--- src/rtl/io_uart.sv ---
// Memory-mapped 8N1 UART slave on the MMU IO port: DATA/STATUS/DIV registers,
// one TX shifter, one RX deserializer and an RX-ready interrupt.
module io_uart #(
    parameter int CLKS_PER_BIT = 16
) (
    input  logic        clk,
    input  logic        resetb,
    input  logic [7:0]  io_addr,
    input  logic        io_en,
    input  logic        io_we,
    input  logic [31:0] io_data_write,
    output logic [31:0] io_data_read,
    input  logic        uart_rxd,
    output logic        uart_txd,
    output logic        irq
);
    localparam int CW = (CLKS_PER_BIT > 1) ? $clog2(CLKS_PER_BIT) : 1;
    localparam logic [CW-1:0] C_LAST = CW'(CLKS_PER_BIT - 1);
    localparam logic [CW-1:0] C_HALF = CW'(CLKS_PER_BIT / 2 - 1);

    typedef enum logic [1:0] {S_IDLE, S_START, S_DATA, S_STOP} state_t;

    state_t        r_tx_state;
    logic [CW-1:0] r_tx_cnt;
    logic [2:0]    r_tx_bit;
    logic [7:0]    r_tx_shift;
    logic          r_txd;

    state_t        r_rx_state;
    logic [CW-1:0] r_rx_cnt;
    logic [2:0]    r_rx_bit;
    logic [7:0]    r_rx_shift;
    logic          r_rx_s1, r_rx_s2;

    logic [7:0]    r_rx_data;
    logic          r_rx_valid, r_rx_overrun, r_rx_frame_err, r_tx_drop;

    logic [5:0]    w_sel;
    logic          w_rd_data, w_wr_data, w_wr_stat, w_tx_busy;
    logic          w_rx_done, w_rx_ferr, w_drop;

    assign w_sel     = io_addr[7:2];
    assign w_rd_data = io_en & ~io_we & (w_sel == 6'd0);
    assign w_wr_data = io_en &  io_we & (w_sel == 6'd0);
    assign w_wr_stat = io_en &  io_we & (w_sel == 6'd1);
    assign w_tx_busy = (r_tx_state != S_IDLE);
    assign w_drop    = w_wr_data & w_tx_busy;
    assign w_rx_done = (r_rx_state == S_STOP) && (r_rx_cnt == C_LAST) &&  r_rx_s2;
    assign w_rx_ferr = (r_rx_state == S_STOP) && (r_rx_cnt == C_LAST) && !r_rx_s2;

    assign uart_txd = r_txd;
    assign irq      = r_rx_valid;

    // TX line is registered so it changes only on clock edges (and on reset).
    always_ff @(posedge clk or negedge resetb) begin
        if (!resetb) begin
            r_tx_state <= S_IDLE;
            r_tx_cnt   <= '0;
            r_tx_bit   <= '0;
            r_tx_shift <= '0;
            r_txd      <= 1'b1;
        end else begin
            case (r_tx_state)
                S_IDLE: if (w_wr_data) begin
                    r_tx_state <= S_START;
                    r_tx_shift <= io_data_write[7:0];
                    r_tx_cnt   <= '0;
                    r_txd      <= 1'b0;
                end
                S_START: if (r_tx_cnt == C_LAST) begin
                    r_tx_cnt   <= '0;
                    r_tx_bit   <= '0;
                    r_tx_state <= S_DATA;
                    r_txd      <= r_tx_shift[0];
                end else r_tx_cnt <= r_tx_cnt + CW'(1);
                S_DATA: if (r_tx_cnt == C_LAST) begin
                    r_tx_cnt <= '0;
                    if (r_tx_bit == 3'd7) begin
                        r_tx_state <= S_STOP;
                        r_txd      <= 1'b1;
                    end else begin
                        r_tx_bit   <= r_tx_bit + 3'd1;
                        r_tx_shift <= {1'b0, r_tx_shift[7:1]};
                        r_txd      <= r_tx_shift[1];
                    end
                end else r_tx_cnt <= r_tx_cnt + CW'(1);
                S_STOP: if (r_tx_cnt == C_LAST) begin
                    r_tx_cnt   <= '0;
                    r_tx_state <= S_IDLE;
                end else r_tx_cnt <= r_tx_cnt + CW'(1);
                default: r_tx_state <= S_IDLE;
            endcase
        end
    end

    always_ff @(posedge clk or negedge resetb) begin
        if (!resetb) begin
            r_rx_s1 <= 1'b1;
            r_rx_s2 <= 1'b1;
        end else begin
            r_rx_s1 <= uart_rxd;
            r_rx_s2 <= r_rx_s1;
        end
    end

    // STOP exits at its sample point so a following start bit is not missed.
    always_ff @(posedge clk or negedge resetb) begin
        if (!resetb) begin
            r_rx_state <= S_IDLE;
            r_rx_cnt   <= '0;
            r_rx_bit   <= '0;
            r_rx_shift <= '0;
        end else begin
            case (r_rx_state)
                S_IDLE: if (!r_rx_s2) begin
                    r_rx_state <= S_START;
                    r_rx_cnt   <= '0;
                end
                S_START: if (r_rx_cnt == C_HALF) begin
                    r_rx_cnt   <= '0;
                    r_rx_bit   <= '0;
                    r_rx_state <= r_rx_s2 ? S_IDLE : S_DATA;
                end else r_rx_cnt <= r_rx_cnt + CW'(1);
                S_DATA: if (r_rx_cnt == C_LAST) begin
                    r_rx_cnt   <= '0;
                    r_rx_shift <= {r_rx_s2, r_rx_shift[7:1]};
                    if (r_rx_bit == 3'd7) r_rx_state <= S_STOP;
                    else                  r_rx_bit   <= r_rx_bit + 3'd1;
                end else r_rx_cnt <= r_rx_cnt + CW'(1);
                S_STOP: if (r_rx_cnt == C_LAST) begin
                    r_rx_cnt   <= '0;
                    r_rx_state <= S_IDLE;
                end else r_rx_cnt <= r_rx_cnt + CW'(1);
                default: r_rx_state <= S_IDLE;
            endcase
        end
    end

    // Hardware sets take priority over read-clear and write-1-to-clear.
    always_ff @(posedge clk or negedge resetb) begin
        if (!resetb) begin
            r_rx_data      <= '0;
            r_rx_valid     <= 1'b0;
            r_rx_overrun   <= 1'b0;
            r_rx_frame_err <= 1'b0;
            r_tx_drop      <= 1'b0;
        end else begin
            if (w_rx_done) r_rx_data <= r_rx_shift;
            r_rx_valid     <= w_rx_done | (r_rx_valid & ~w_rd_data);
            r_rx_overrun   <= (w_rx_done & r_rx_valid & ~w_rd_data) |
                              (r_rx_overrun & ~(w_wr_stat & io_data_write[2]));
            r_rx_frame_err <= w_rx_ferr | (r_rx_frame_err & ~(w_wr_stat & io_data_write[3]));
            r_tx_drop      <= w_drop | (r_tx_drop & ~(w_wr_stat & io_data_write[4]));
        end
    end

    always_comb begin
        io_data_read = '0;
        case (w_sel)
            6'd0:    io_data_read = {24'b0, r_rx_data};
            6'd1:    io_data_read = {27'b0, r_tx_drop, r_rx_frame_err, r_rx_overrun,
                                     r_rx_valid, w_tx_busy};
            6'd2:    io_data_read = 32'(CLKS_PER_BIT);
            default: io_data_read = '0;
        endcase
    end
endmodule

--- config.mk ---
export PLATFORM = sky130hd
export DESIGN_NAME = io_uart
export DESIGN_NICKNAME = d
export VERILOG_FILES = /design/src/rtl/io_uart.sv
export SDC_FILE = /design/constraint.sdc
export NUM_CORES = 1
export LEC_CHECK = 0
export CAP_MARGIN = 15
export CELL_PAD_IN_SITES_DETAIL_PLACEMENT = 1
export CELL_PAD_IN_SITES_GLOBAL_PLACEMENT = 2
export CORE_MARGIN = 10
export CORE_UTILIZATION = 30
export DETAILED_ROUTE_END_ITERATION = 6
export PLACE_DENSITY = 0.81
export SLEW_MARGIN = 20
export SYNTH_ARGS = -nofsm -noshare
export SYNTH_HDL_FRONTEND = slang
export SYNTH_SLANG_ARGS = --single-unit
--- constraint.sdc ---
create_clock -name clk -period 2.57 [get_ports clk]
set_clock_uncertainty 0.2 [all_clocks]
set_input_delay 0.257 -clock clk [delete_from_list [all_inputs] [get_ports clk]]
set_output_delay 0.257 -clock clk [all_outputs]
set_load 0.05 [all_outputs]
==> reports/metrics.cfg, run 1 <==
[clock_tree]
cts_made_buffers = 5
post-cts-setup-buffer-count = 0
clockBufferDepth = 2
cts_tree = built
clk_pin_slew_ns = 0.09
clock_sinks = 49
htree_levels = 2
root_buffer = clkbuf_8
clkLatencyLatePin_ns = 0.30

[timing]
rsz0062_at_grt = false
worstMarginPinSlew_ns = 0.637
slew_viol_final = 0
fin_crit_sh_pct = 94.9
hold_ws_ns = 0.146
min_period_ns = 2.44
fmax_mhz = 410
setup_viol_count_final = 0
hold_violations = 0
slew_headroom_pct = 57.3

[synthesis]
synthXorXnorAreaFrac_pct = 0.659
seq_area_frac_synth_pct = 46.2
synth_ff_type = dfrtp_1
yosysMostFrequentCell = dfrtp_1
synthAdderAreaFrac_pct = 4.70
synth_common_cells = dfrtp_1, mux2_2, buf_4
syn_avg_cell_area_um2 = 11.3
synth_edf_count = 0
yosys.area_share.simple_pct = 11.9
synth_top_family_by_area = multiplexers
synth_top_area_share_pct = 43.3
synth.area.mux_share_pct = 16.3
synth_compound_area_share_pct = 10.8
yosys-top-cells-area = dfrtp_1, mux2_2, buf_4
synthCells = 236
yosys.area.top_type = dfrtp_1
ys_seq_elements = 49
ys_types = 48
syn_area_um2 = 2660
yosysWarnings = 0
synth-async-reset-ratio_pct = 100

[setup_path]
worst_ep_required_time_ns = 2.11
timing.reg2reg.setup_slack_ns = 0.21
worstPathArrival_ns = 1.98
critPathCaptureType = output port
path_class = input port to output port
cp-start-kind = input port
cp_max_fo = 4

[detailed_routing]
drtAntennaViolNets = 0
via_per_inst = 4.75
via_count = 1801
drt_iter0_drc = 64
remaining_drc_errors = 0
wl_per_cell_um = 15.3
firstDrtPassIters = 4
wl_um = 5790

[cells_and_area]
drive_gt1_share_pct = 24.0
final_area_um2 = 3220
diodes = 0
final_nets = 325
fin_cells = 379
syn2layout_area_growth_pct = 21.1

[run]
drv_cap = 0

[global_routing]
grt_max_degree = 50
antenna_found_initial = 0
grt_usage_pct = 9.20
grt_pass1_vias = 1903
grt_overflow = 0
grt_pass1_wl_um = 9790

[die]
die_h_um = 114
placementRows = 34
core-area_um2 = 8680
initial_core_util_pct = 30.7
pin_count = 79
fp.dieArea_um2 = 13000
die_w_um = 114

[pwr]
power_density_nw_per_um2 = 871
leakagePower_nw = 1.44
peakVddDrop_mv = 0.292

[placed_design]
gp_congestion = 0.751
io_buffers = 28
placed_cells_incl_taps = 371
dpl_cell_area_um2 = 3100
dp_hpwl_um = 4370

[run_status]
status = complete, no violations

[worst_hold_path]
hp-class = input port to flip-flop

[cell type report]
cell class | count | area [um2]
timing repair buffer | 38 | 445
multi-input combinational | 171 | 1300
clock inverter | 3 | 21.3
tap | 108 | 135
clock buffer | 5 | 68.8
inverter | 5 | 18.8
fill | 980 | 5460
sequential | 49 | 1230
[where the power goes]
part           switching (mW)  leakage [nW]  internal [mW]  total, mW
combinational           0.608         0.772          0.542       1.15
sequential              0.203         0.625          0.986       1.19
clock                   0.274        0.0445          0.194      0.468
[stage by stage]
step	setup WS, ns	util, %	power (mW)	setup TNS [ns]
2_1_floorplan	0.146	-	2.08	0
3_3_place_gp	-0.123	35.7	2.32	-1.40
3_5_place_dp	-0.142	35.7	2.36	-1.64
4_1_cts	-0.0000451	37.1	2.84	-0.0000451
5_1_grt	0.0818	37.1	3.04	0
6_report	0.132	37.1	2.81	0
[critical path, stage by stage]
cell,delay (ns)
clkdlybuf4s50_1,0.40
or4_4,0.58
or2_4,0.29
nor2_4,0.16
and2_4,0.17
buf_12,0.13
[registers in the layout (all words and copies together), names as in the netlist, 2 cells and up, named ones only]
register / count
r_rx_bit: 3
r_rx_cnt: 4
r_rx_data: 8
r_rx_shift: 8
r_tx_bit: 3
r_tx_cnt: 4
r_tx_shift: 8
r_tx_state: 2
[cells by family after synthesis]
group / after synthesis
simple gates: 56
flops: 49
compound gates: 40
mux: 39
buf+inv: 39
fa+ha+maj: 10
xor+xnor: 2
other cells: 1
[routing by layer]
layer  vias up  share of wire, %  track usage, %
met2        30                47            14.1
li1        862                 -               -
met3         8               5.0            2.78
met4         0               1.8            3.76
met5         -                 0               0
met1       901                47            11.8
[cells in the final DEF (no fill, tap or decap), types with 2 or more instances in the layout]
cell type	instances
ha_1	10
clkbuf_8	5
buf_4	8
o2bb2ai_1	2
nor3_1	4
nand3_1	12
mux2_2	25
clkdlybuf4s50_1	19
dfstp_2	3
o21ai_1	5
xnor2_1	2
conb_1	24
nor2_4	3
a21oi_1	5
nand2b_1	2
inv_1	5
mux2i_1	5
and3_1	2
nor2b_1	3
buf_12	9
nand2_1	11
mux2_1	9
a22o_1	11
and2_4	3
dfrtp_1	46
nor2_1	6
o21ai_0	6
[worst paths after layout]
check	startpoint	end	cells after the start
worst min-delay path	uart_rxd	r_rx_s1	1
max in group asynchronous	resetb	r_rx_s2	3
worst min register to register	r_rx_s1	r_rx_s2	0
min in group asynchronous	resetb	r_tx_bit[1]	3
worst max register to register	r_tx_bit[0]	r_tx_shift[2]	6
worst max-delay path	io_addr[6]	io_data_read[5]	6
[what timing repair did]
action | CTS | global route
pin swaps | 1 | 1
endpoints found under the hold margin | 49 | 0
gates cloned | 0 | 0
setup endpoints to repair | 6 | 7
hold buffers | 1 | 0
gates resized for setup | 8 | 2
Note: power is estimated with default switching activity, not from simulation.
==> inputs of run 2 (changes only) <==
--- a/config.mk
+++ b/config.mk
@@ -8,6 +8,7 @@
 export CAP_MARGIN = 15
 export CELL_PAD_IN_SITES_DETAIL_PLACEMENT = 1
 export CELL_PAD_IN_SITES_GLOBAL_PLACEMENT = 2
+export CORE_ASPECT_RATIO = 1.2
 export CORE_MARGIN = 10
 export CORE_UTILIZATION = 30
 export DETAILED_ROUTE_END_ITERATION = 6
==> run 2 against run 1 <==
Net effect:
- power up 3.7%
- via count barely moved
- first-iteration DRC count up 34%
- clock power rose by 19%
- setup slack got worse by 0.064 ns
- critical path depth did not move
- die area up 0.12%
- design area grew 0.43%
- routed wire length rose by 1.8%
- hold slack better by 0.011 ns
- combinational power about the same
- critical endpoint is now io_data_read[0]
==> reports/metrics.cfg, run 2 (synthesized netlist as in run 1, its figures left out) <==
[run_status]
status = complete, no violations

[clock_tree]
post-cts-setup-buffer-count = 0
cts_tree = built
clk_pin_slew_ns = 0.08
cts_made_buffers = 5
clkLatencyLatePin_ns = 0.30
clock_sinks = 49
clockBufferDepth = 2
root_buffer = clkbuf_8
htree_levels = 2

[global_routing]
grt_usage_pct = 9.38
grt_overflow = 0
grt_pass1_wl_um = 10100
grt_pass1_vias = 1968
antenna_found_initial = 0
grt_max_degree = 27

[timing]
min_period_ns = 2.50
slew_viol_final = 0
setup_ws_ns = 0.0679
fin_crit_sh_pct = 97.4
worstMarginPinSlew_ns = 0.590
fmax_mhz = 400
hold_violations = 0
rsz0062_at_grt = true
slew_headroom_pct = 60.7
setup_viol_count_final = 0

[die]
die_h_um = 123
core-area_um2 = 8610
fp.dieArea_um2 = 13000
pin_count = 79
die_w_um = 106
initial_core_util_pct = 30.9
placementRows = 37

[setup_path]
cp-start-kind = input port
critPathCaptureType = output port
reg2regPathDepth = 6
worstPathArrival_ns = 2.05
worst_ep_required_time_ns = 2.11
path_class = input port to output port
cp_max_fo = 4

[cells_and_area]
drive_gt1_share_pct = 22.4
fin_util_pct = 37.6
final_cell_mix = dfrtp_1, mux2_2, conb_1, clkdlybuf4s50_1, nand3_1
fin_cells = 389
diodes = 0
largest_registers = r_rx_data x8, r_rx_shift x8, r_tx_shift x8
syn2layout_area_growth_pct = 21.6
layout_commonest_cell = dfrtp_1
final_nets = 326
num-fill-cells = 973

[detailed_routing]
drt_iter0_drc = 86
via_per_inst = 4.63
remaining_drc_errors = 0
drtAntennaViolNets = 0
firstDrtPassIters = 4
via_count = 1802
wl_per_cell_um = 15.1
wl_um = 5890

[placed_design]
post-place-ws_ns = -0.0953
placed_cells_incl_taps = 380
gp_congestion = 0.753
io_buffers = 28
dp_hpwl_um = 4550

[pwr]
power_density_nw_per_um2 = 899
peakVddDrop_mv = 0.287
leakagePower_nw = 1.45

[worst_hold_path]
hp-class = flip-flop to flip-flop
hold_depth = 0

[run]
drv_cap = 0

run 2: per-stage QoR:
step	area, um2	setup TNS, ns	hold slack, ns	total power [mW]
finish	3240	0	0.158	2.91
global placement	3110	-0.441	0.0967	2.33
detailed placement	3110	-0.600	0.0989	2.39
CTS	3230	0	0.157	2.96
global route	3240	-0.0478	0.154	3.16
floorplan	2750	0	-0.239	2.08
run 2: power by group:
group	switching, mW	internal, mW	leakage (nW)
sequential	0.195	0.986	0.625
combinational	0.621	0.550	0.771
clock	0.266	0.292	0.0585
total	1.08	1.83	1.45
run 2: what timing repair did:
item | CTS | global route
endpoints found under the setup margin | 0 | 3
endpoints found under the hold margin | 22 | 0
hold buffers | 1 | 0
resized for setup | 0 | 2
run 2: critical path, stage by stage:
cell and delay [ns]:
clkdlybuf4s50_1 0.40, or4_4 0.57, or2_1 0.29, buf_4 0.18, nor2_1 0.19, buf_12 0.17
run 2: worst paths after layout:
path                             start               to  slack, ns
max                         io_addr[5]  io_data_read[0]       0.07
min                            r_rx_s1          r_rx_s2       0.16
max reg2reg                r_tx_bit[0]    r_tx_shift[4]       0.22
min reg2reg                    r_rx_s1          r_rx_s2       0.16
max in group asynchronous       resetb          r_rx_s2       1.26
min in group asynchronous       resetb    r_tx_shift[7]       0.28
run 2: cell type report:
class | instances | area (um2) | share of cell area [%]
sequential | 49 | 1230 | 38.0
clock inverter | 3 | 43.8 | 1.35
tap | 117 | 146 | 4.52
clock buffer | 5 | 68.8 | 2.13
inverter | 5 | 18.8 | 0.580
timing repair buffer | 39 | 453 | 14.0
multi-input combinational | 171 | 1270 | 39.4
run 2: metal layers:
layer  up-vias  global-route usage (%)  wire (um)
met2        33                    16.6       2960
li1        869                       -          -
met1       894                    10.8       2600
met4         0                    2.54         58
met3         6                    2.76        266
met5         -                       0          0
==> inputs of run 3 (changes only) <==
==> config.mk (replaced) <==
export PLATFORM = sky130hd
export DESIGN_NAME = io_uart
export DESIGN_NICKNAME = d
export VERILOG_FILES = /design/src/rtl/io_uart.sv
export SDC_FILE = /design/constraint.sdc
export NUM_CORES = 1
export LEC_CHECK = 0
export CAP_MARGIN = 15
export CORE_ASPECT_RATIO = 1.2
export CORE_MARGIN = 10
export CORE_UTILIZATION = 45
export DETAILED_ROUTE_END_ITERATION = 6
export PLACE_DENSITY = 0.77
export SLEW_MARGIN = 20
export SYNTH_ARGS = -nofsm -noshare
export SYNTH_HDL_FRONTEND = slang
export SYNTH_SLANG_ARGS = --single-unit
==> run 3 against run 2 <==
Net effect:
- power down 1.8%
- utilization grew 18 points
- highest routed layer unchanged
- design area shrank 1.3%
- sequential power hardly changed
- setup slack about the same
- largest power group unchanged
- hold slack barely moved
==> reports/metrics.cfg, run 3 (synthesized netlist as in run 1, its figures left out) <==
[detailed_routing]
drt_iter0_drc = 49
via_per_inst = 5.03
via_count = 1767
firstDrtPassIters = 3
wl_per_cell_um = 14.5
wl_um = 5100
drtAntennaViolNets = 0
remaining_drc_errors = 0

[placed_design]
io_buffers = 28
post-place-ws_ns = -0.107
dp_hpwl_um = 3880
dpl_cell_area_um2 = 3040
gp_congestion = 0.806

[cells_and_area]
syn2layout_area_growth_pct = 20.1
final_nets = 325
drive_gt1_share_pct = 24.0
final_area_um2 = 3190
diodes = 0
largest_registers = r_rx_data x8, r_rx_shift x8, r_tx_shift x8
layout_commonest_cell = dfrtp_1
final_cell_mix = dfrtp_1, mux2_2, conb_1, clkdlybuf4s50_1, nand3_1

[pwr]
peakVddDrop_mv = 0.490
p_comb_share_pct = 38.6
power_density_nw_per_um2 = 895
power_frac_seq_pct = 41.4
power.share.clock_pct = 20.0
p_sw_mw = 1.04
p_int_mw = 1.82
power.share.switching_pct = 36.4
leakagePower_nw = 1.45

[timing]
fmax_mhz = 400
fin_crit_sh_pct = 97.4
hold_violations = 0
setup_ws_ns = 0.0678
setup_viol_count_final = 0
min_period_ns = 2.50
worstMarginPinSlew_ns = 0.591
slew_viol_final = 0
slew_headroom_pct = 60.4

[setup_path]
critPathCaptureType = output port
timing.reg2reg.setup_slack_ns = 0.29
r2r_end = r_tx_shift[0]
rr_startpoint = r_tx_bit[0]
path_class = input port to output port
worst_ep_required_time_ns = 2.11
worstPathArrival_ns = 2.05
cp_max_fo = 5
reg2regPathDepth = 6
cp-start-kind = input port

[worst_hold_path]
hold_depth = 1
min_from = uart_rxd
min_to = r_rx_s1
hp-class = input port to flip-flop

[global_routing]
grt_pass1_vias = 1842
grt_pass1_wl_um = 8570
grt_usage_pct = 10.9
grt_max_degree = 25
grt_overflow = 0
antenna_found_initial = 0

[clock_tree]
cts_tree = built
cts_made_buffers = 5
clkLatencyLatePin_ns = 0.30
clockBufferDepth = 2
root_buffer = clkbuf_8
htree_levels = 2
clk_pin_slew_ns = 0.08
clock_sinks = 49

[die]
core-area_um2 = 5710
die_w_um = 90.2
pin_count = 79
placementRows = 30
fp.dieArea_um2 = 9400
initial_core_util_pct = 46.6
die_h_um = 104

[run_status]
status = complete, no violations

[run]
drv_cap = 0

-- run 3: how the worst max path moves through the flow --
stage / startpoint / to / slack (ns) / cells past startpoint
4_1_cts: io_addr[5] / io_data_read[7] / -0.02 / 7
5_1_grt: io_addr[5] / io_data_read[0] / -0.004 / 7
2_1_floorplan: io_addr[5] / io_data_read[4] / 0.15 / 2
3_3_place_gp: io_addr[5] / r_tx_state[1] / -0.1 / 5
6_report: io_addr[5] / io_data_read[0] / 0.07 / 7
3_5_place_dp: io_addr[5] / r_tx_state[1] / -0.11 / 5
-- run 3: worst max-delay path, stage by stage --
cell and delay [ns]:
clkdlybuf4s50_1 0.39, or4_4 0.53, buf_4 0.16, or2_4 0.26, buf_4 0.15, nor2_2 0.15, buf_12 0.15
-- run 3: layout make-up --
type | count | area (um2)
tap | 80 | 100
sequential | 49 | 1230
timing repair buffer | 38 | 433
multi-input combinational | 171 | 1290
clock inverter | 2 | 37.5
inverter | 5 | 18.8
fill | 517 | 2510
clock buffer | 6 | 82.6
-- run 3: what timing repair did --
item	CTS	global route
pin swaps	0	1
hold endpoints to repair	22	0
hold buffers	1	0
endpoints found under the setup margin	5	6
gates resized for setup	4	4
setup buffers	0	0
-- run 3: per-stage QoR --
step	power [mW]	TNS (ns)	util [%]	hold WS [ns]	std cells
floorplan	2.08	0	-	-0.239	259
global placement	2.26	-0.805	53.3	0.0671	342
detailed placement	2.30	-0.806	53.3	0.0764	342
CTS	2.89	-0.0387	55.8	0.148	351
global route	3.08	-0.00446	56.0	0.151	351
finish	2.86	0	56.0	0.158	351
-- run 3: routing by layer --
| layer | vias up | GRT usage [%] | routed length, um |
|---|---|---|---|
| met5 | - | 0 | 0 |
| met4 | 0 | 2.73 | 40 |
| met3 | 5 | 4.55 | 311 |
| met2 | 30 | 19.2 | 2600 |
| met1 | 871 | 11.8 | 2150 |
| li1 | 861 | - | - |
-- run 3: power groups by stage --
stage / combinational [mW] / clock (mW) / sequential (mW)
4_1_cts: 1.11 / 0.588 / 1.18
6_report: 1.10 / 0.572 / 1.18
5_1_grt: 1.23 / 0.625 / 1.22
2_1_floorplan: 0.937 / 0 / 1.14
3_3_place_gp: 1.07 / 0 / 1.19
3_5_place_dp: 1.10 / 0 / 1.20
==> patch (settings of run 1) <==
`CLKS_PER_BIT`: 16 -> 32.
--- a/src/rtl/io_uart.sv
+++ b/src/rtl/io_uart.sv
@@ -2,5 +2,5 @@
 // one TX shifter, one RX deserializer and an RX-ready interrupt.
 module io_uart #(
-    parameter int CLKS_PER_BIT = 16
+    parameter int CLKS_PER_BIT = 32
 ) (
     input  logic        clk,
Function: changed (Yosys sat finds a counterexample within 4 cycles, from zero or initial values and one cycle with resetb low).
==> patch against run 1 <==
  * Sequential power down 8%
  * Count of clock-buffer cells in the layout unchanged
  * Area after synthesis up 5.6%
  * Sequential cell count up 2
  * Worst setup slack better by 0.029 ns
  * Synthesized cell count up 7.6%
  * Wire length up 2.6%
  * Final area up 5.2%
  * Critical path type unchanged
  * Largest power group unchanged
  * Via count up 6.2%
  * Power down 8.5%
  * First-iteration DRC count up 20%
==> patch: results (changes against run 1) <==
DRT Pass-1 Iters: 4 (unchanged)
Min-Delay Startpoint: uart_rxd
P_leak: 1.57 nW (+8.7%)
Worst slew pin tran: 0.867 ns (+0.230 ns)
Cts-stage hold buffer count: 1 (unchanged)
Via count: 1913 (+6.2%)
Sw Ratio: 36.3% (-2.3 points)
Drt initial violations: 77 (+20%)
Post-Layout Cell Count: 406 (+7.1%)
Hold WC Path Type: in2reg
Gpl congestion: 0.682 (-9.2%)
Clock-pin slew on the worst setup and hold paths: 0.10 ns
R2r startpoint: r_tx_cnt[0]$_DFFE_PN0N_
Largest net degree at the start of global routing: 40 (-20%)
Top cell types by occurrence after synthesis: dfrtp_1 (48), mux2_2 (30), buf_4 (24)
Outcome: finished, final reports clean
Placed cells: 397 (+7.0%)
WL final: 5940 µm (+2.6%)
Max VDD drop: 342 µV (+17%)
Syn avg cell area: 11.1 µm² (-1.9%)
Root Driver: clkbuf_8
Sum of negative setup slack: 0 ns (unchanged)
Crit path DAT: 1.95 ns (-0.03 ns)
Yosys warning count: 0 (unchanged)
Synth area leaders: dfrtp_1 (43%), mux2_2 (12%), ha_1 (6.7%)
Number of global-route vias before repair: 2042 (+7.3%)
# H-tree levels: 2 (unchanged)
Buffers on Ports: 28 (unchanged)
Crit path max fanout: 5 (+1)
GRT Total Usage: 9.47% (+0.26 points)
Post-synth top area share: 42.8% (-0.49 points)
Worst-skew pair later-pin latency: 0.31 ns
Number of remaining DRC errors: 0 (unchanged)
CP peak stage delay: 0.39 ns (-0.19 ns)
Clock Tree Buf Depth: 2 (unchanged)
Setup crit start: io_addr[4]
Antenna violations before repair: 0 (unchanged)
Seq/Total Area, Yosys: 45.6% (-0.65 points)
Largest regs: r_rx_data x8, r_rx_shift x8, r_tx_shift x8
Async SR Flop Fraction: 100% (unchanged)
Post-cts sizing count: 0 (-8)
ANT cells: 0 (unchanged)
Detailed-placement wirelength estimate: 4580 µm (+4.7%)
First-pass GRT wire length: 10300 µm (+5.6%)
Proportion of layout cells with a drive suffix above 1: 24.4% (+0.42 points)
CP delay by family, top: simple AND/OR/NAND/NOR gates
FF-to-FF path depth: 7 (+1)
CTS Buf Count: 5 (unchanged)
Slowest CP cell: clkdlybuf4s50_1
Nets@finish: 354 (+8.9%)
Synth cell types: 52 (+8.3%)
Hold Crit Depth: 1 (unchanged)
Setup Buffers After CTS: 0 (unchanged)
[patch: cell count changes in the layout (fill, tap and decap cells not counted), moves of 5 or more]
cell     delta
mux2_1      -8
nand3_1     -5
a22o_1      -6
nand2_1     +6
mux2_2      +5
o21ai_1     -5
nor2_1      +5
inv_1       +8
ha_1        +5
buf_4       +8
[patch: final timing paths]
path	to	slack, ns
worst max-delay path	io_data_read[3]	0.16
worst min-delay path	r_rx_s1$_DFF_PN1_	0.15
worst min register to register	r_rx_s2$_DFF_PN1_	0.16
min in group asynchronous	r_tx_shift[3]$_DFFE_PN0P_	0.40
max in group asynchronous	r_rx_s2$_DFF_PN1_	1.07
worst max register to register	r_tx_shift[6]$_DFFE_PN0P_	0.33
[patch: worst register-to-register path: stages, from the launching register on]
cell and delay (ns):
dfrtp_1 0.40, ha_1 0.21, and3_1 0.17, ha_1 0.26, nand3b_1 0.10, o21a_1 0.15, a21oi_4 0.26, mux2_2 0.37
[patch: logic make-up after synthesis]
kind of cell               synth area share [%]
AOI/OAI and AO/OA                          11.9
xor gates and xnor gates                  0.624
adders and majority gates                  6.68
buffers and inverters                      9.94
DFF                                        45.6
muxes                                      14.6
other                                     0.134
and+or+nand+nor                            10.5
[patch: final cells by class]
type,instances,area [µm²]
repair buffers,45,485
fillers,1028,5810
inverters,13,48.8
clock inverters,3,25.0
multi-input cells,178,1340
well taps,111,139
flip-flops and latches,51,1280
clock buffers,5,68.8
[patch: metal layers]
metal / vias to the layer above / global-route usage, % / part of all wire, %
li1: 929 / - / -
met3: 5 / 2.26 / 4.2
met4: 0 / 2.47 / 0.81
met2: 32 / 15.8 / 51
met1: 947 / 12.0 / 44
met5: - / 0 / 0
[patch: power by group through the flow]
stage	Clock, mW	Sequential [mW]	Combinational, mW
4_1_cts	0.502	1.10	0.999
2_1_floorplan	0	1.10	0.746
3_5_place_dp	0	1.12	0.988
3_3_place_gp	0	1.10	0.950
5_1_grt	0.542	1.13	1.11
6_report	0.481	1.10	0.984
[patch: per-stage QoR]
stage          hold WS (ns)  util (%)  area [µm²]  worst slack [ns]
3_5_place_dp          0.147      35.7        3280            -0.124
2_1_floorplan        -0.239         -        2900             0.212
4_1_cts               0.144      36.8        3390             0.145
6_report              0.151      36.8        3390             0.161
3_3_place_gp          0.146      35.7        3280           -0.0919
5_1_grt               0.151      36.8        3390            0.0638
